`config.mk`:
```
export PLATFORM = sky130hd
export DESIGN_NAME = mem_access_unit_flat
export DESIGN_NICKNAME = d
export VERILOG_FILES = /design/src/rtl/cpu_pkg.sv /design/src/rtl/mem_access_unit_if.sv /design/src/rtl/mem_wb_reg.sv /design/src/rtl/mem_access_unit.sv /design/src/flat_wrapper.sv
export SDC_FILE = /design/constraint.sdc
export NUM_CORES = 1
export LEC_CHECK = 0
export CORE_ASPECT_RATIO = 1.1
export CORE_MARGIN = 1
export CORE_UTILIZATION = 33
export DETAILED_ROUTE_END_ITERATION = 12
export GPL_TIMING_DRIVEN = 0
export PLACE_DENSITY_LB_ADDON = 0.2
export SETUP_SLACK_MARGIN = 0.05
export SYNTH_ARGS = -nofsm -noshare
export SYNTH_HDL_FRONTEND = slang
export SYNTH_SLANG_ARGS = --single-unit
export TNS_END_PERCENT = 50
```
`constraint.sdc`:
```
create_clock -name Clk -period 2.39 [get_ports Clk]
set_input_delay 0.478 -clock Clk [delete_from_list [all_inputs] [get_ports Clk]]
set_output_delay 0.478 -clock Clk [all_outputs]
set_load 0.05 [all_outputs]
```
`src/rtl/cpu_pkg.sv`:
```
// Shared MEM-stage types: FSM state encoding, MEM/WB record and its bubble value.
package cpu_pkg;

  typedef enum logic [1:0] {
    IDLE = 2'd0,
    BUSY = 2'd1,
    DONE = 2'd2
  } mau_state_e;

  typedef struct packed {
    logic        reg_write;
    logic        mem_to_reg;
    logic [31:0] mem_data;
    logic [31:0] alu_result;
    logic [4:0]  rd;
  } mem_wb_t;

  localparam mem_wb_t MEM_WB_BUBBLE = '{
    reg_write:  1'b0,
    mem_to_reg: 1'b0,
    mem_data:   32'd0,
    alu_result: 32'd0,
    rd:         5'd0
  };

  localparam int CNT_W = 8;

  function automatic logic word_aligned(input logic [1:0] addr_lo);
    return addr_lo == 2'b00;
  endfunction

endpackage

```
`src/rtl/mem_access_unit_if.sv`:
```
// Request/acknowledge data-memory port between the MEM stage and data memory.
interface mem_access_unit_if;
  logic        Mem_Req;
  logic        Mem_We;
  logic [31:0] Mem_Addr;
  logic [31:0] Mem_WData;
  logic        Mem_Ack;
  logic [31:0] Mem_RData;

  modport master (
    output Mem_Req, Mem_We, Mem_Addr, Mem_WData,
    input  Mem_Ack, Mem_RData
  );

  modport slave (
    input  Mem_Req, Mem_We, Mem_Addr, Mem_WData,
    output Mem_Ack, Mem_RData
  );
endinterface

```
`src/rtl/mem_wb_reg.sv`:
```
// MEM/WB pipeline register; bubble selects the all-zero record instead of wb_in.
module mem_wb_reg
  import cpu_pkg::*;
(
  input  logic    clk,
  input  logic    rst_n,
  input  logic    bubble,
  input  mem_wb_t wb_in,
  output mem_wb_t wb_q
);

  mem_wb_t wb_d;

  always_comb begin
    wb_d = bubble ? MEM_WB_BUBBLE : wb_in;
  end

  always_ff @(posedge clk or negedge rst_n) begin
    if (!rst_n) begin
      wb_q <= MEM_WB_BUBBLE;
    end else begin
      wb_q <= wb_d;
    end
  end

endmodule

```
`src/rtl/mem_access_unit.sv`:
```
// MEM-stage controller: branch/jump redirect, stalling load/store over a
// req/ack data-memory port with timeout, and the MEM/WB register.
module mem_access_unit
  import cpu_pkg::*;
#(
  parameter int MAX_WAIT = 15
) (
  input  logic               Clk,
  input  logic               Rst,
  input  logic               RegWrite_In,
  input  logic               MemToReg_In,
  input  logic               Branch_In,
  input  logic               MemRead_In,
  input  logic               MemWrite_In,
  input  logic               Jump_In,
  input  logic [31:0]        JumpAddr_In,
  input  logic [31:0]        BranchAddr_In,
  input  logic [31:0]        ALUResult_In,
  input  logic [31:0]        ReadData2_In,
  input  logic               ALUZero_In,
  input  logic [4:0]         Rd_In,
  mem_access_unit_if.master  mem,
  output logic               Stall,
  output logic               PCSrc,
  output logic [31:0]        PCTarget,
  output logic               RegWrite_Out,
  output logic               MemToReg_Out,
  output logic [31:0]        MemData_Out,
  output logic [31:0]        ALUResult_Out,
  output logic [4:0]         Rd_Out,
  output logic               MisalignErr,
  output logic               TimeoutErr
);

  localparam logic [CNT_W-1:0] CNT_LAST = CNT_W'(MAX_WAIT - 1);

  mau_state_e       state_q, state_d;
  logic             req_q, req_d;
  logic             we_q, we_d;
  logic [31:0]      addr_q, addr_d;
  logic [31:0]      wdata_q, wdata_d;
  logic [31:0]      rdata_q, rdata_d;
  logic [CNT_W-1:0] cnt_q, cnt_d;
  logic             abort_q, abort_d;
  logic             mis_err_q, mis_err_d;
  logic             to_err_q, to_err_d;

  logic             mem_op;
  logic             aligned;
  logic             wb_bubble;
  mem_wb_t          wb_in;
  mem_wb_t          wb_q;

  assign mem_op   = MemRead_In | MemWrite_In;
  assign aligned  = word_aligned(ALUResult_In[1:0]);

  assign PCSrc    = Jump_In | (Branch_In & ALUZero_In);
  assign PCTarget = Jump_In ? JumpAddr_In : BranchAddr_In;

  // DONE never stalls, so the held instruction leaves EX/MEM and cannot re-issue.
  assign Stall    = (state_q == BUSY) || ((state_q == IDLE) && mem_op && aligned);

  always_comb begin
    state_d   = state_q;
    req_d     = req_q;
    we_d      = we_q;
    addr_d    = addr_q;
    wdata_d   = wdata_q;
    rdata_d   = rdata_q;
    cnt_d     = cnt_q;
    abort_d   = abort_q;
    mis_err_d = 1'b0;
    to_err_d  = 1'b0;
    wb_bubble = 1'b0;
    wb_in     = '{reg_write:  RegWrite_In,
                  mem_to_reg: MemToReg_In,
                  mem_data:   32'd0,
                  alu_result: ALUResult_In,
                  rd:         Rd_In};

    case (state_q)
      IDLE: begin
        if (mem_op && aligned) begin
          wb_bubble = 1'b1;
          req_d     = 1'b1;
          we_d      = MemWrite_In;
          addr_d    = ALUResult_In;
          wdata_d   = ReadData2_In;
          cnt_d     = '0;
          abort_d   = 1'b0;
          state_d   = BUSY;
        end else if (mem_op) begin
          wb_in.reg_write = 1'b0;
          mis_err_d       = 1'b1;
        end
      end
      BUSY: begin
        wb_bubble = 1'b1;
        // An ack on the last allowed cycle is checked first and so beats the timeout.
        if (mem.Mem_Ack) begin
          rdata_d = mem.Mem_RData;
          req_d   = 1'b0;
          cnt_d   = '0;
          state_d = DONE;
        end else if (cnt_q == CNT_LAST) begin
          rdata_d  = 32'd0;
          req_d    = 1'b0;
          cnt_d    = '0;
          abort_d  = 1'b1;
          to_err_d = 1'b1;
          state_d  = DONE;
        end else begin
          cnt_d = cnt_q + 1'b1;
        end
      end
      DONE: begin
        wb_in.mem_data = rdata_q;
        if (abort_q) begin
          wb_in.reg_write = 1'b0;
        end
        abort_d = 1'b0;
        state_d = IDLE;
      end
      default: begin
        state_d = IDLE;
      end
    endcase
  end

  always_ff @(posedge Clk or negedge Rst) begin
    if (!Rst) begin
      state_q   <= IDLE;
      req_q     <= 1'b0;
      we_q      <= 1'b0;
      addr_q    <= 32'd0;
      wdata_q   <= 32'd0;
      rdata_q   <= 32'd0;
      cnt_q     <= '0;
      abort_q   <= 1'b0;
      mis_err_q <= 1'b0;
      to_err_q  <= 1'b0;
    end else begin
      state_q   <= state_d;
      req_q     <= req_d;
      we_q      <= we_d;
      addr_q    <= addr_d;
      wdata_q   <= wdata_d;
      rdata_q   <= rdata_d;
      cnt_q     <= cnt_d;
      abort_q   <= abort_d;
      mis_err_q <= mis_err_d;
      to_err_q  <= to_err_d;
    end
  end

  assign mem.Mem_Req   = req_q;
  assign mem.Mem_We    = we_q;
  assign mem.Mem_Addr  = addr_q;
  assign mem.Mem_WData = wdata_q;
  assign MisalignErr   = mis_err_q;
  assign TimeoutErr    = to_err_q;

  mem_wb_reg u_mem_wb_reg (
    .clk    (Clk),
    .rst_n  (Rst),
    .bubble (wb_bubble),
    .wb_in  (wb_in),
    .wb_q   (wb_q)
  );

  assign RegWrite_Out  = wb_q.reg_write;
  assign MemToReg_Out  = wb_q.mem_to_reg;
  assign MemData_Out   = wb_q.mem_data;
  assign ALUResult_Out = wb_q.alu_result;
  assign Rd_Out        = wb_q.rd;

endmodule

```
`src/flat_wrapper.sv`:
```
// flat-port wrapper written by rule: the top's interface ports become plain ports
module mem_access_unit_flat import cpu_pkg::*;
#(
  parameter int MAX_WAIT = 15
)
  (Clk, Rst, RegWrite_In, MemToReg_In, Branch_In, MemRead_In, MemWrite_In, Jump_In, JumpAddr_In, BranchAddr_In, ALUResult_In, ReadData2_In, ALUZero_In, Rd_In, Stall, PCSrc, PCTarget, RegWrite_Out, MemToReg_Out, MemData_Out, ALUResult_Out, Rd_Out, MisalignErr, TimeoutErr, mem_Mem_Req, mem_Mem_We, mem_Mem_Addr, mem_Mem_WData, mem_Mem_Ack, mem_Mem_RData);
  mem_access_unit_if mem_i ();
  input  logic Clk;
  input  logic Rst;
  input  logic RegWrite_In;
  input  logic MemToReg_In;
  input  logic Branch_In;
  input  logic MemRead_In;
  input  logic MemWrite_In;
  input  logic Jump_In;
  input  logic [31:0] JumpAddr_In;
  input  logic [31:0] BranchAddr_In;
  input  logic [31:0] ALUResult_In;
  input  logic [31:0] ReadData2_In;
  input  logic ALUZero_In;
  input  logic [4:0] Rd_In;
  output logic Stall;
  output logic PCSrc;
  output logic [31:0] PCTarget;
  output logic RegWrite_Out;
  output logic MemToReg_Out;
  output logic [31:0] MemData_Out;
  output logic [31:0] ALUResult_Out;
  output logic [4:0] Rd_Out;
  output logic MisalignErr;
  output logic TimeoutErr;
  output wire logic [$bits(mem_i.Mem_Req)-1:0] mem_Mem_Req;
  output wire logic [$bits(mem_i.Mem_We)-1:0] mem_Mem_We;
  output wire logic [$bits(mem_i.Mem_Addr)-1:0] mem_Mem_Addr;
  output wire logic [$bits(mem_i.Mem_WData)-1:0] mem_Mem_WData;
  input wire logic [$bits(mem_i.Mem_Ack)-1:0] mem_Mem_Ack;
  input wire logic [$bits(mem_i.Mem_RData)-1:0] mem_Mem_RData;
  assign mem_Mem_Req = mem_i.Mem_Req;
  assign mem_Mem_We = mem_i.Mem_We;
  assign mem_Mem_Addr = mem_i.Mem_Addr;
  assign mem_Mem_WData = mem_i.Mem_WData;
  assign mem_i.Mem_Ack = mem_Mem_Ack;
  assign mem_i.Mem_RData = mem_Mem_RData;
  mem_access_unit #(.MAX_WAIT(MAX_WAIT)) u_core (.Clk(Clk), .Rst(Rst), .RegWrite_In(RegWrite_In), .MemToReg_In(MemToReg_In), .Branch_In(Branch_In), .MemRead_In(MemRead_In), .MemWrite_In(MemWrite_In), .Jump_In(Jump_In), .JumpAddr_In(JumpAddr_In), .BranchAddr_In(BranchAddr_In), .ALUResult_In(ALUResult_In), .ReadData2_In(ReadData2_In), .ALUZero_In(ALUZero_In), .Rd_In(Rd_In), .mem(mem_i), .Stall(Stall), .PCSrc(PCSrc), .PCTarget(PCTarget), .RegWrite_Out(RegWrite_Out), .MemToReg_Out(MemToReg_Out), .MemData_Out(MemData_Out), .ALUResult_Out(ALUResult_Out), .Rd_Out(Rd_Out), .MisalignErr(MisalignErr), .TimeoutErr(TimeoutErr));
endmodule
```
==> impl_metrics.tcl, run 1 <==
set metrics [dict create \
    place_inst 1072 \
    drv_cap 0 \
    total_power_mw 10.74 \
    cts-htree-levels 4 \
    ys_seq_area_share_pct 66.36 \
    muxShareOfSynthArea_pct 15.59 \
    rr_endpoint "u_core.rdata_q[28]$_DFFE_PN0P_" \
    report.final.hold_viol_count 0 \
    num_rows 54 \
    die_h_um 153.3 \
    end_kind "primary output" \
    final_cell_mix "clkdlybuf4s50_1 (309), dfrtp_1 (182), mux2_2 (95), and2_1 (34), dlygate4sd2_1 (33)" \
    viasPerCell 4.669 \
    area_growth_pct 65.20 \
    drcViolationCount 0 \
    irDropWorstVdd_mv 0.4345 \
    synth_area_per_cell_um2 14.51 \
    globalRouteOverflowTotal 0 \
    synth_fp_nets 650 \
    timing.fmax_ghz 0.4411 \
    min_from "ALUResult_In[0]" \
    antenna_found_initial 0 \
    vias 5173 \
    routedWlPerCell_um 17.48 \
    yosysUniqueCellTypes 31 \
    port_buffers 346 \
    whs_path_depth 2 \
    grt_pass1_vias 5602 \
    max_slew_margin_pct 52.04 \
    start_util_pct 34.09 \
    grt_first_pass_wirelength_um 30310 \
    gp_congestion 0.8380 \
    r2r_cells 7 \
    critPathArrivalTime_ns 1.79 \
    routed_wl_um 19370 \
    dieArea_um2 21380 \
    drive_gt1_share_pct 17.87 \
    cp-start-kind "input pin" \
    worst_ep_required_time_ns 1.91 \
    status "complete, no violations" \
    syn_area_um2 6863 \
    skew_ns 0.01099 \
    drt_iter0_markers 227 \
    cts.path.max_buffers 2 \
    die_w_um 139.5 \
    crit_path_max_fanout 10 \
    slew_violations 0 \
    async_flop_share_pct 100.0 \
    layout_commonest_cell "clkdlybuf4s50_1" \
    synth_compound_area_share_pct 6.418 \
    grt_usage_pct 18.75 \
    r2r_start "u_core.cnt_q[0]$_DFFE_PN0P_" \
    grt_setup_unrepaired "false" \
    diodes 0 \
    root_buffer "clkbuf_16" \
    clk_latency_ns 0.43 \
    setup_viol 0 \
    p_per_area_nw_per_um2 947.4 \
    clock_sinks 182 \
    ys_warn_count 0 \
    firstDrtPassIters 4 \
    ys_ff_latch 182 \
    numCtsBuffers 17 \
    fin_util_pct 56.31 \
    min_path_type "input pin to flop" \
    nNetsFinal 1020 \
    grt_max_degree 129 \
    cts_tree "done" \
    postSynthCellCount 473 \
    synth_top_family_by_area "multiplexers" \
    cts.clk_slew.worst_paths_ns 0.07 \
    synth_xor_xnor_area_share_pct 0 \
    core_area_um2 20130 \
    p_leak_nw 4.931 \
    synth_simple_gate_area_share_pct 9.389 \
    postRouteAntennaNets 0 \
    tightestPinTransition_ns 0.7119 \
    reg2reg_slack_ns 0.27 \
    min_period_ns 2.267 \
    timing.final.crit_share_pct 94.85 \
    synth_ff_type "dfrtp_1" \
    synth_edf_count 0 \
    ios 348 \
    holdPathEnd "u_core.u_mem_wb_reg.wb_q[5]$_DFF_PN0_" \
    crit_type "input pin to primary output" \
    final_cells 1108 \
    synth_fa_ha_area_share_pct 0.3646 \
    dpl.hpwl_um 14830 \
]
how the worst max path moves through the flow:
stage                                      from                                   to  slack, ns  depth (start not counted)
finish                               MemRead_In                                Stall       0.12                          6
global route        u_core.cnt_q[0]$_DFFE_PN0P_       u_core.rdata_q[21]$_DFFE_PN0P_       0.06                          7
CTS                                 MemWrite_In                                Stall      -0.11                          6
detailed placement              ALUResult_In[0]                                Stall      -1.09                          6
global placement                            Rst  u_core.mem.Mem_Addr[25]$_DFFE_PN0P_      -6.35                          1
floorplan                       ALUResult_In[0]                                Stall       0.36                          4
cells by family after synthesis:
group | count (synthesis)
AND/OR/NAND/NOR | 105
AO/OA/AOI/OAI | 58
flip-flops | 182
multiplexers | 95
buffers and inverters | 31
adder cells (fa/ha/maj) | 2
layer usage:
layer | up-vias | routed length (um) | track usage (%)
met4 | 0 | 456 | 7.354
met1 | 2552 | 6654 | 18.93
met2 | 219 | 11160 | 36.64
met5 | - | 0 | 0
met3 | 21 | 1099 | 4.355
li1 | 2381 | - | -
power by group:
group	switching, mW	internal (mW)	leakage (nW)
Combinational	2.35	1.50	2.34
Sequential	0.298	3.70	2.29
Clock	1.28	1.62	0.299
registers in the layout, summed over array words and instances, names as in the netlist, 2 cells and up:
| name | flops |
|---|---|
| u_core.cnt_q | 8 |
| u_core.mem.Mem_Addr | 32 |
| u_core.mem.Mem_WData | 32 |
| u_core.rdata_q | 32 |
| u_core.state_q | 2 |
| u_core.u_mem_wb_reg.wb_q | 71 |
per-stage QoR:
| step | TNS (ns) | hold slack (ns) | area, um^2 | worst slack [ns] |
|---|---|---|---|---|
| final | 0 | 0.4187 | 11340 | 0.1232 |
| after global routing | 0 | 0.4045 | 11340 | 0.06003 |
| after CTS | -0.1062 | 0.4740 | 11300 | -0.1062 |
| after detailed placement | -26.75 | 0.4231 | 10670 | -1.088 |
| after global placement | -1174.40 | 0.4615 | 10640 | -6.346 |
| after floorplan | 0 | 0.1824 | 6863 | 0.3626 |
repair_timing:
item | 4_1_cts | 5_1_grt
hold buffers | 1 | 0
resized for setup | 50 | 6
pin swaps | 0 | 2
setup endpoints to repair | 34 | 24
buffers inserted | 0 | 3
hold endpoints to repair | 54 | 0
final cells by class:
type	instances	area (um^2)
fill	1623	8797
timing repair buffer	351	3493
multi-input combinational	260	2203
sequential	182	4554
inverter	5	18.77
buffer	26	127.6
clock inverter	14	185.2
clock buffer	18	439.2
tap	252	315.3
Yosys cell counts, drive strengths merged, types with 2 or more instances:
cell | instances | area [um^2]
dfrtp | 182 | 4554
mux2 | 95 | 1070
and2 | 34 | 212.7
a22o | 32 | 280.3
nor2b | 28 | 175.2
clkbuf | 16 | 60.06
and2b | 11 | 82.58
buf | 10 | 50.05
o21ai | 9 | 45.04
a21oi | 8 | 40.04
nor2 | 7 | 26.28
inv | 5 | 18.77
nand2 | 5 | 18.77
o31ai | 4 | 30.03
or3 | 4 | 25.02
or4 | 4 | 30.03
nand3 | 3 | 15.01
ha | 2 | 25.02
nand2b | 2 | 12.51
nor4 | 2 | 12.51
critical path, cell delays in order:
cell and delay, ns:
clkdlybuf4s50_1 0.44, or2_4 0.26, a21oi_4 0.19, nor2_2 0.07, clkbuf_8 0.18, buf_6 0.16
No activity file was read; power rests on OpenSTA's default activity.
==> inputs of run 2 (changes only) <==
- CTS_CLUSTER_DIAMETER: unset -> 100
- SKIP_CTS_REPAIR_TIMING: unset -> 1
==> impl_metrics.tcl, run 2 (synthesis results as in run 1) <==
set metrics [dict create \
    pwr-share-comb_pct 35.9 \
    grt_usage_pct 18.71 \
    antenna_found_initial 0 \
    nNetsFinal 1017 \
    hold_ws_ns 0.4764 \
    vias 5169 \
    crit_path_max_fanout 10 \
    num_rows 54 \
    seq_power_share_pct 37.2 \
    largest_reg_flops 71 \
    start_util_pct 34.09 \
    post-route-worst-setup-slack_ns -0.2161 \
    p_leak_nw 5.146 \
    regMostFlops "u_core.u_mem_wb_reg.wb_q" \
    numCtsBuffers 17 \
    area_growth_pct 66.18 \
    total_power_mw 10.75 \
    postRouteAntennaNets 0 \
    max_slew_margin_pct 50.98 \
    min_path_type "flop to flop" \
    clk_latency_ns 0.43 \
    pre_cts_ws_ns -1.088 \
    status "finished with violations" \
    grt_pass1_vias 5611 \
    cts.path.max_buffers 2 \
    drive_gt1_share_pct 17.23 \
    cts.clk_slew.worst_paths_ns 0.07 \
    min_period_ns 2.606 \
    cp-start-kind "input pin" \
    p_int_mw 6.827 \
    dpl.hpwl_um 14830 \
    end_kind "primary output" \
    firstDrtPassIters 4 \
    place_inst 1072 \
    dieArea_um2 21380 \
    cts-htree-levels 4 \
    globalRouteOverflowTotal 0 \
    n_fill_cell 1608 \
    grt_max_degree 129 \
    final_cells 1105 \
    timing.fmax_ghz 0.3837 \
    gp_congestion 0.8380 \
    drcViolationCount 0 \
    cts_tree "done" \
    tightestPinTransition_ns 0.7276 \
    routed_wl_um 19350 \
    clock_sinks 182 \
    seqCellArea_um2 4554 \
    routedWlPerCell_um 17.51 \
    setup_viol 1 \
    switching_share_pct 36.47 \
    report.final.hold_viol_count 0 \
    die_w_um 139.5 \
    diodes 0 \
    root_buffer "clkbuf_16" \
    layout_commonest_cell "clkdlybuf4s50_1" \
    p_switching_mw 3.919 \
    ios 348 \
    final_cell_mix "clkdlybuf4s50_1 (311), dfrtp_1 (182), mux2_2 (95), and2_1 (34), dlymetal6s2s_1 (33)" \
    multi_input_area_um2 2183 \
    fin_util_pct 56.64 \
    drv_cap 0 \
    worst_ep_required_time_ns 1.91 \
    violations "setup timing" \
    p_clk_share_pct 26.9 \
    grt_setup_unrepaired "true" \
    port_buffers 346 \
    timing.final.crit_share_pct 109.0 \
    p_per_area_nw_per_um2 942.3 \
    die_h_um 153.3 \
    core_area_um2 20130 \
    grt_first_pass_wirelength_um 30270 \
    viasPerCell 4.678 \
    irDropWorstVdd_mv 0.4263 \
    slew_violations 0 \
    critPathArrivalTime_ns 2.13 \
    crit_type "input pin to primary output" \
    skew_ns 0.01147 \
    drt_iter0_markers 196 \
]
run 2: cell count changes in the layout (fill, tap and decap cells not counted), sizes merged:
cell / change
buf: -5
dlymetal6s2s: +31
dlygate4sd2: -33
clkdlybuf4s50: +2
clkbuf: +2
run 2: final timing paths:
kind                       slack (ns)                                     end  depth (start not counted)                     startpoint
hold / removal                   0.48  u_core.u_mem_wb_reg.wb_q[43]$_DFF_PN0_                          1  u_core.rdata_q[6]$_DFFE_PN0P_
setup reg to reg                 0.27          u_core.rdata_q[28]$_DFFE_PN0P_                          7    u_core.cnt_q[0]$_DFFE_PN0P_
hold reg to reg                  0.48  u_core.u_mem_wb_reg.wb_q[43]$_DFF_PN0_                          1  u_core.rdata_q[6]$_DFFE_PN0P_
setup / recovery                -0.22                                   Stall                          6                    MemWrite_In
min in group asynchronous        0.56    u_core.mem.Mem_WData[27]$_DFFE_PN0P_                          2                            Rst
max in group asynchronous        0.87     u_core.mem.Mem_WData[5]$_DFFE_PN0P_                          3                            Rst
run 2: power groups by stage:
stage	Sequential [mW]	Combinational, mW	Clock, mW
floorplan	5.47	0.882	0
finish	3.99	3.86	2.89
CTS	4.00	3.90	2.97
global route	4.07	4.01	3.10
detailed placement	4.05	3.89	0
global placement	4.03	3.84	0
run 2: final cells by class:
type	instances	share of cell area, %
clock buffers	18	3.851
multi-input cells	260	19.14
well taps	252	2.765
flip-flops and latches	182	39.93
repair buffers	348	31.44
inverters	5	0.1646
plain buffers	26	1.075
clock inverters	14	1.624
run 2: per-layer routing:
metal | track usage, % | wire, um | vias up
li1 | - | - | 2378
met1 | 18.83 | 6697 | 2544
met2 | 36.54 | 11140 | 223
met3 | 4.449 | 1053 | 24
met4 | 7.354 | 459 | 0
met5 | 0 | 0 | -
run 2: critical path, stage by stage:
cell and delay [ns]:
clkdlybuf4s50_1 0.47, or2_2 0.34, a21oi_2 0.26, nor2_1 0.11, clkbuf_4 0.22, clkbuf_4 0.24
run 2: through the flow:
stage          TNS [ns]  cell area [um^2]
2_1_floorplan         0              6863
3_3_place_gp   -1174.40             10640
3_5_place_dp     -26.75             10670
4_1_cts          -15.22             11300
5_1_grt         -0.8475             11400
6_report        -0.2161             11400
==> inputs of run 3 (changes only) <==
- MAX_ROUTING_LAYER: unset -> met4
==> impl_metrics.tcl, run 3 (synthesis results as in run 1) <==
set metrics [dict create \
    cts-htree-levels 4 \
    multi_input_area_um2 2183 \
    num_rows 54 \
    cts.path.max_buffers 2 \
    diodes 0 \
    die_h_um 153.3 \
    nNetsFinal 1017 \
    end_kind "primary output" \
    dieArea_um2 21380 \
    largest_reg_flops 71 \
    cp_top_family "buffers and inverters" \
    irDropWorstVdd_mv 0.4184 \
    reg2reg_slack_ns 0.26 \
    port_buffers 346 \
    crit_buf_inv 3 \
    r2r_cells 7 \
    grt_first_pass_wirelength_um 30320 \
    drive_gt1_share_pct 17.23 \
    crit_path_frequent_cell "clkbuf_4" \
    core_area_um2 20130 \
    p_leak_nw 5.146 \
    report.final.hold_viol_count 0 \
    min_from "u_core.rdata_q[2]$_DFFE_PN0P_" \
    min_path_type "flop to flop" \
    clock_sinks 182 \
    use_met1_pct 19.32 \
    worstPathCellList "clkdlybuf4s50_1 -> or2_2 -> a21oi_2 -> nor2_1 -> clkbuf_4 -> clkbuf_4" \
    fin_area_um2 11400 \
    grt_max_degree 129 \
    routed_wl_um 19390 \
    grt_usage_pct 19.26 \
    status "finished with violations" \
    p_per_area_nw_per_um2 942.0 \
    drt_iter0_markers 181 \
    dpl.hpwl_um 14830 \
    use_met3_pct 3.916 \
    grtUsageMet2_pct 36.37 \
    firstDrtPassIters 4 \
    drv_cap 0 \
    setup_viol 1 \
    whs_path_depth 1 \
    tightestPinTransition_ns 0.7660 \
    drcViolationCount 0 \
    n_fill_cell 1608 \
    postRouteAntennaNets 0 \
    post-route-worst-setup-slack_ns -0.2087 \
    holdPathEnd "u_core.u_mem_wb_reg.wb_q[39]$_DFF_PN0_" \
    seqCellArea_um2 4554 \
    root_buffer "clkbuf_16" \
    gr-max-usage-layer "met2" \
    area_growth_pct 66.18 \
    cp_slowest_cell "clkdlybuf4s50_1" \
    cts_tree "done" \
    skew_ns 0.009294 \
    pre_cts_ws_ns -1.088 \
    viasPerCell 4.700 \
    routedWlPerCell_um 17.55 \
    timing.fmax_ghz 0.3848 \
    regMostFlops "u_core.u_mem_wb_reg.wb_q" \
    die_w_um 139.5 \
    globalRouteOverflowTotal 0 \
    violations "setup timing" \
    critPathArrivalTime_ns 2.12 \
    final_cell_mix "clkdlybuf4s50_1 (311), dfrtp_1 (182), mux2_2 (95), and2_1 (34), dlymetal6s2s_1 (33)" \
    min_period_ns 2.599 \
    ios 348 \
    gp_congestion 0.8511 \
    worst_ep_required_time_ns 1.91 \
    clk_latency_ns 0.42 \
    start_util_pct 34.09 \
    cpPeakStageDelay_ns 0.47 \
    grt_pass1_vias 5611 \
    cp-start-kind "input pin" \
    vias 5194 \
    max_slew_margin_pct 48.39 \
    rr_endpoint "u_core.rdata_q[28]$_DFFE_PN0P_" \
    crit_type "input pin to primary output" \
    cts.clk_slew.worst_paths_ns 0.07 \
    r2r_start "u_core.cnt_q[0]$_DFFE_PN0P_" \
    crit_path_max_fanout 10 \
    timing.final.crit_share_pct 108.7 \
    layout_commonest_cell "clkdlybuf4s50_1" \
    numCtsBuffers 17 \
    place_area_um2 10670 \
    antenna_found_initial 0 \
    grt_setup_unrepaired "true" \
    slew_violations 0 \
]
run 3: cell counts in the layout (fill, tap and decap cells not counted):
No cell type changed its count.
run 3: through the flow:
| stage | util, % | TNS, ns | hold WS, ns | std cells | total power [mW] |
|---|---|---|---|---|---|
| 5_1_grt | 56.64 | -0.8603 | 0.4956 | 1105 | 11.19 |
| 3_3_place_gp | 52.85 | -1174.40 | 0.4615 | 1071 | 7.870 |
| 6_report | 56.64 | -0.2087 | 0.4784 | 1105 | 10.74 |
| 3_5_place_dp | 53.01 | -26.75 | 0.4231 | 1072 | 7.939 |
| 2_1_floorplan | - | 0 | 0.1824 | 473 | 6.355 |
| 4_1_cts | 56.11 | -15.22 | -0.04440 | 1104 | 10.87 |
run 3: layout make-up:
cell class | count | area share, %
inverter | 5 | 0.1646
clock buffer | 18 | 3.851
clock inverter | 14 | 1.624
sequential | 182 | 39.93
buffer | 26 | 1.075
multi-input combinational | 260 | 19.14
timing repair buffer | 348 | 31.44
tap | 252 | 2.765
run 3: per-layer routing:
layer,vias to the layer above,routed length (um)
met5,-,0
met4,0,418
met3,23,1066
met2,235,11160
met1,2560,6753
li1,2376,-
run 3: report_power, final:
group | leakage, nW | internal [mW] | switching (mW)
logic | 2.56 | 1.51 | 2.35
registers | 2.29 | 3.70 | 0.297
clock network | 0.299 | 1.62 | 1.27
run 3: worst max-delay path by stage:
| stage | start | to | slack (ns) | depth (start not counted) |
|---|---|---|---|---|
| finish | MemWrite_In | Stall | -0.21 | 6 |
| global placement | Rst | u_core.mem.Mem_Addr[25]$_DFFE_PN0P_ | -6.35 | 1 |
| CTS | ALUResult_In[0] | Stall | -1.10 | 6 |
| global route | MemWrite_In | Stall | -0.32 | 6 |
| detailed placement | ALUResult_In[0] | Stall | -1.09 | 6 |
| floorplan | ALUResult_In[0] | Stall | 0.36 | 4 |
